`src/rtl/voice_dds_scheduler.sv`:
```
// rtl/voice_dds_scheduler.sv - shares one note/pitch-to-increment converter across VOICES and commits all DDS increments at once
// Optional build macro: VOICE_DDS_SCHED_AUTOSCAN_EN (rescan automatically whenever live NOTES/PITCH differ from the last snapshot)
module voice_dds_scheduler #(
    parameter int VOICES   = 8,
    parameter int CONV_LAT = 1
) (
    input  logic                  clk_i,
    input  logic                  reset_i,
    input  logic [7*VOICES-1:0]   notes_i,
    input  logic [13:0]           pitch_i,
    input  logic                  start_i,
    output logic [6:0]            conv_note_o,
    output logic [13:0]           conv_pitch_o,
    input  logic [31:0]           conv_adder_i,
    output logic [32*VOICES-1:0]  adders_o,
    output logic                  busy_o,
    output logic                  done_o
);

    localparam int          IW           = $clog2(VOICES);
    localparam int          DW           = 3;
    localparam logic [13:0] PITCH_CENTRE = 14'd8192;

    typedef enum logic [1:0] {S_IDLE, S_SCAN, S_DRAIN, S_COMMIT} state_t;

    state_t                 state_q;
    logic [IW-1:0]          idx_q;
    logic [DW-1:0]          drain_q;
    logic                   pend_q;
    logic                   busy_q;
    logic                   done_q;
    logic [7*VOICES-1:0]    snap_notes_q;
    logic [6:0]             conv_note_q;
    // conv_pitch_q doubles as the pitch snapshot: it is loaded once per scan and held until the next one
    logic [13:0]            conv_pitch_q;
    logic [32*VOICES-1:0]   adders_q;
    logic [31:0]            shadow_q [VOICES];
    logic [31:0]            shadow_d [VOICES];
    logic                   pipe_vld_q [CONV_LAT];
    logic [IW-1:0]          pipe_idx_q [CONV_LAT];

    logic                   req_d;
    logic                   launch_d;
    logic [IW-1:0]          next_idx_d;
    logic [6:0]             next_note_d;
    logic [32*VOICES-1:0]   commit_d;
    logic                   cap_vld;
    logic [IW-1:0]          cap_idx;

`ifdef VOICE_DDS_SCHED_AUTOSCAN_EN
    logic auto_req;
    assign auto_req = (notes_i != snap_notes_q) || (pitch_i != conv_pitch_q);
    assign req_d    = start_i | auto_req;
`else
    assign req_d    = start_i;
`endif

    // A new scan begins from IDLE on a request, or straight out of COMMIT when one is waiting
    assign launch_d = ((state_q == S_IDLE) && req_d) ||
                      ((state_q == S_COMMIT) && (req_d || pend_q));

    assign cap_vld    = pipe_vld_q[CONV_LAT-1];
    assign cap_idx    = pipe_idx_q[CONV_LAT-1];
    assign next_idx_d = idx_q + IW'(1);

    // Select the snapshot note for the voice presented on the following cycle
    always_comb begin
        next_note_d = '0;
        for (int k = 0; k < VOICES; k++) begin
            if (next_idx_d == IW'(k)) begin
                next_note_d = snap_notes_q[7*k +: 7];
            end
        end
    end

    // Shadow next-state: the converter result lands in the slot of the voice it belongs to
    always_comb begin
        for (int k = 0; k < VOICES; k++) begin
            shadow_d[k] = shadow_q[k];
            if (cap_vld && (cap_idx == IW'(k))) begin
                shadow_d[k] = conv_adder_i;
            end
        end
    end

    // Commit image includes the capture happening on the same edge (last voice finishes in the final DRAIN cycle)
    always_comb begin
        commit_d = '0;
        for (int k = 0; k < VOICES; k++) begin
            commit_d[32*k +: 32] = shadow_d[k];
        end
    end

    // Valid/index delay line that tracks each issued voice through the converter latency
    always_ff @(posedge clk_i) begin
        if (reset_i) begin
            for (int s = 0; s < CONV_LAT; s++) begin
                pipe_vld_q[s] <= 1'b0;
                pipe_idx_q[s] <= '0;
            end
        end else begin
            pipe_vld_q[0] <= (state_q == S_SCAN);
            pipe_idx_q[0] <= idx_q;
            for (int s = 1; s < CONV_LAT; s++) begin
                pipe_vld_q[s] <= pipe_vld_q[s-1];
                pipe_idx_q[s] <= pipe_idx_q[s-1];
            end
        end
    end

    // Shadow registers collect converter results for the scan in progress
    always_ff @(posedge clk_i) begin
        if (reset_i) begin
            for (int k = 0; k < VOICES; k++) begin
                shadow_q[k] <= '0;
            end
        end else begin
            for (int k = 0; k < VOICES; k++) begin
                shadow_q[k] <= shadow_d[k];
            end
        end
    end

    // Scan sequencer with registered converter drive, busy/done and committed increments
    always_ff @(posedge clk_i) begin
        if (reset_i) begin
            state_q      <= S_IDLE;
            idx_q        <= '0;
            drain_q      <= '0;
            pend_q       <= 1'b0;
            busy_q       <= 1'b0;
            done_q       <= 1'b0;
            snap_notes_q <= '0;
            conv_note_q  <= '0;
            conv_pitch_q <= PITCH_CENTRE;
            adders_q     <= '0;
        end else begin
            done_q <= 1'b0;
            if (launch_d) begin
                state_q      <= S_SCAN;
                idx_q        <= '0;
                pend_q       <= 1'b0;
                busy_q       <= 1'b1;
                snap_notes_q <= notes_i;
                conv_note_q  <= notes_i[6:0];
                conv_pitch_q <= pitch_i;
            end else begin
                case (state_q)
                    S_SCAN: begin
                        if (req_d) begin
                            pend_q <= 1'b1;
                        end
                        if (idx_q == IW'(VOICES-1)) begin
                            state_q <= S_DRAIN;
                            drain_q <= '0;
                        end else begin
                            idx_q       <= next_idx_d;
                            conv_note_q <= next_note_d;
                        end
                    end
                    S_DRAIN: begin
                        if (req_d) begin
                            pend_q <= 1'b1;
                        end
                        if (drain_q == DW'(CONV_LAT-1)) begin
                            state_q  <= S_COMMIT;
                            adders_q <= commit_d;
                            done_q   <= 1'b1;
                        end else begin
                            drain_q <= drain_q + DW'(1);
                        end
                    end
                    S_COMMIT: begin
                        state_q <= S_IDLE;
                        busy_q  <= 1'b0;
                    end
                    default: begin
                        state_q <= S_IDLE;
                    end
                endcase
            end
        end
    end

    assign conv_note_o  = conv_note_q;
    assign conv_pitch_o = conv_pitch_q;
    assign adders_o     = adders_q;
    assign busy_o       = busy_q;
    assign done_o       = done_q;

endmodule

```
`config.mk`:
```
export PLATFORM = sky130hd
export DESIGN_NAME = voice_dds_scheduler
export DESIGN_NICKNAME = d
export VERILOG_FILES = /design/src/rtl/voice_dds_scheduler.sv
export SDC_FILE = /design/constraint.sdc
export NUM_CORES = 1
export LEC_CHECK = 0
export CAP_MARGIN = 25
export CORE_ASPECT_RATIO = 0.8
export CORE_MARGIN = 8
export CORE_UTILIZATION = 45
export DETAILED_ROUTE_END_ITERATION = 10
export HOLD_SLACK_MARGIN = 0.15
export PLACE_DENSITY = 0.73
export SLEW_MARGIN = 40
export SYNTH_ARGS = -nofsm -noshare
export SYNTH_HDL_FRONTEND = slang
export SYNTH_SLANG_ARGS = --single-unit
export TNS_END_PERCENT = 100
```
`constraint.sdc`:
```
create_clock -name clk_i -period 1.85 [get_ports clk_i]
set_input_delay 0.2775 -clock clk_i [delete_from_list [all_inputs] [get_ports clk_i]]
set_output_delay 0.2775 -clock clk_i [all_outputs]
set_load 0.005 [all_outputs]
```
==> impl_metrics.toml <==
[drt]
drt_iter0_drc = 1808
drtAntennaViolNets = 0
wire_per_inst_um = 22.9
wl_met1_mm = 31.6
dr_wl_met2_mm = 34.7
drt-total-wl_mm = 76.5
dr_wl_met3_mm = 6.48
top_layer = "met4"
drt_pass1_iterations = 7
drc = 0
via_count = 18641
vias_per_cell = 5.58

[logic_synthesis]
netlist_top_cells_area = "dfxtp_1, mux2i_1, nor2_1, a211oi_1, nand2_1"
ys_seq_area_share_pct = 56.2
netlist_area_um2 = 21500
yosys.area.top_type = "dfxtp_1"
synth_seq_cells = 604
ys.flop_type = "dfxtp_1"
synthArstFlopShare_pct = 0
synthCells = 2241
yosysWarnings = 0
synth_top_cell_area_share_pct = 56.2
syn_area_per_cell_um2 = 9.59
synth_fp_nets = 2358
synth_edf_count = 0
synth_cell_types = 41

[critical_path]
cp.required_ps = 2360
critPathMaxFanout = 10
arrival_ps = 2570
crit_type = "flip-flop to flip-flop"
endpoint_kind = "flip-flop"
path_cells = "inv_4 -> buf_6 -> ha_4 -> nand3b_1 -> nor3_4 -> buf_6 -> buf_8 -> clkbuf_16 -> clkbuf_16 -> nor2_1 -> a211oi_1"
worstSetupStartpointType = "flip-flop"
critPathMaxStageDelay_ps = 360
r2r_start = "state_q[0]"
cpMaxStageDelayCell = "dfxtp_4"
setup.worst_path.start = "state_q[0]"

[finish]
drive_above_1_share_pct = 18.7
num_antenna_cells = 0
utilization_pct = 66.7
fin_cells = 3339
final_cell_mix = "dfxtp_1, nor2_1, clkdlybuf4s50_1"
layout.nets = 2790
final_common_cell = "dfxtp_1"
area_growth_syn_to_layout_pct = 46.0
final_area_um2 = 31400

[status]
violations = "setup timing"
outcome = "finished, violations left"

[power]
comb_power_share_pct = 26.4
p_int_mw = 27.3
pwr-share-seq_pct = 40.3
clkPwrFrac_pct = 33.3
p_leak_nw = 11.9
cellPowerDensity_nw_per_um2 = 1220
swShare_pct = 28.7
ir_drop_v = 0.000756
p_switching_mw = 11.0
power_mw = 38.3

[global_routing]
first_global_vias = 17169
grt_max_degree = 84
overflow = 0
grt_pass1_wl_mm = 105
antenna_found_initial = 3
grtUsageTotal_pct = 24.3

[timing]
hold_ws_ps = 230
tns_ps = -21420
worstMarginPinSlew_ps = 629
hold_viol = 0
fin_ws_ps = -205
fmax_mhz = 487
period_share_pct = 111
finalSetupViolations = 242
fin_crit_ps = 2050
relSlewSlack_pct = 58.1
maxSlewViolCount = 0
finClkSkew_ps = 21.1
rsz0062_at_grt = "true"

[worst_hold_path]
worstHoldStart = "notes_i[8]"
hold_class = "input pin to flip-flop"

[floorplan]
initial_core_util_pct = 45.7
dieArea_um2 = 55100
dieWidth_um = 260
die_h_um = 211
fp.coreArea_um2 = 47100
boundaryPins = 384
num_rows = 71

[place]
port_buffers = 383
placedInstanceArea_um2 = 26700
hpwl_mm = 45.5
preCtsSetupSlack_ps = -272
dpl.cell_count = 3159
gp_congestion = 0.867

[clock_tree]
clk_path_buf_depth = 3
cts.reportedPaths.clkPinSlew_ps = 70
clock_latency_ps = 610
root_buffer = "clkbuf_16"
cts_made_buffers = 57
clock_sinks = 604
htreeDepth = 2
cts_tree = "built"

[job]
drv_cap = 0
-- final timing paths --
kind / cells after the start / slack (ps) / end
worst max-delay path: 11 / -200 / adders_o[132]
worst min register to register: 2 / 460 / snap_notes_q[26]
worst min-delay path: 3 / 230 / snap_notes_q[8]
worst max register to register: 11 / -200 / adders_o[132]
-- worst max-delay path: cells and delay by family (launching register included) --
family | cells | cell delay [ps]
buffers and inverters | 6 | 780
AO/OA/AOI/OAI | 1 | 240
AND/OR/NAND/NOR | 3 | 460
flip-flops | 1 | 360
adder cells (fa/ha/maj) | 1 | 120
-- routing by layer --
metal | up-vias | global-route usage (%)
li1 | 8557 | -
met2 | 816 | 38.9
met5 | - | 0
met3 | 191 | 5.30
met4 | 0 | 9.06
met1 | 9077 | 32.2
-- power by group through the flow --
stage | logic, mW | registers [mW] | clock network, mW
after floorplan | 3.56 | 15.4 | 0
after global placement | 7.58 | 15.5 | 0
after detailed placement | 7.78 | 15.6 | 0
after CTS | 8.70 | 15.3 | 12.8
after global routing | 10.7 | 15.5 | 13.4
final | 10.1 | 15.4 | 12.8
-- synth_stat cells (6+ instances only) --
library cell,count
nor2_1,523
dfxtp_1,604
a211oi_1,258
buf_1,6
nand2_1,175
o221ai_1,6
a21oi_1,81
buf_2,74
mux2i_1,258
nor3_1,12
inv_1,8
o21ai_0,11
nor3b_1,7
clkbuf_1,132
ha_1,12
nor2b_1,14
o211ai_1,16
-- timing repair --
item,CTS,global route
setup buffers,10,25
hold buffers,1,0
gates resized for setup,88,231
hold endpoints to repair,37,0
pin swaps,32,102
cloned,18,29
setup endpoints to repair,285,360
-- kinds of logic after synthesis --
group	share of synthesized area (%)
and+or+nand+nor	14.1
xor gates and xnor gates	0.0407
AOI/OAI and AO/OA	12.6
muxes	12.0
buffers and inverters	4.27
DFF	56.2
adders and majority gates	0.698
-- state kept, by name, indices dropped and copies added (netlist names) --
name and cells:
adders_o 256, busy_o 1, conv_note_o 7, conv_pitch_o 14, done_o 1, drain_q 3
idx_q 3, pend_q 1, pipe_idx_q 3, pipe_vld_q 1, shadow_q 256, snap_notes_q 56
state_q 2
-- area by class of cell --
cell class | count | area [µm²]
timing repair buffer | 585 | 6910
tap | 620 | 776
clock buffer | 78 | 1640
clock inverter | 27 | 414
inverter | 8 | 32.5
fill | 3382 | 15700
multi-input combinational | 1417 | 9520
sequential | 604 | 12100
Note: power is estimated with default switching activity, not from simulation.
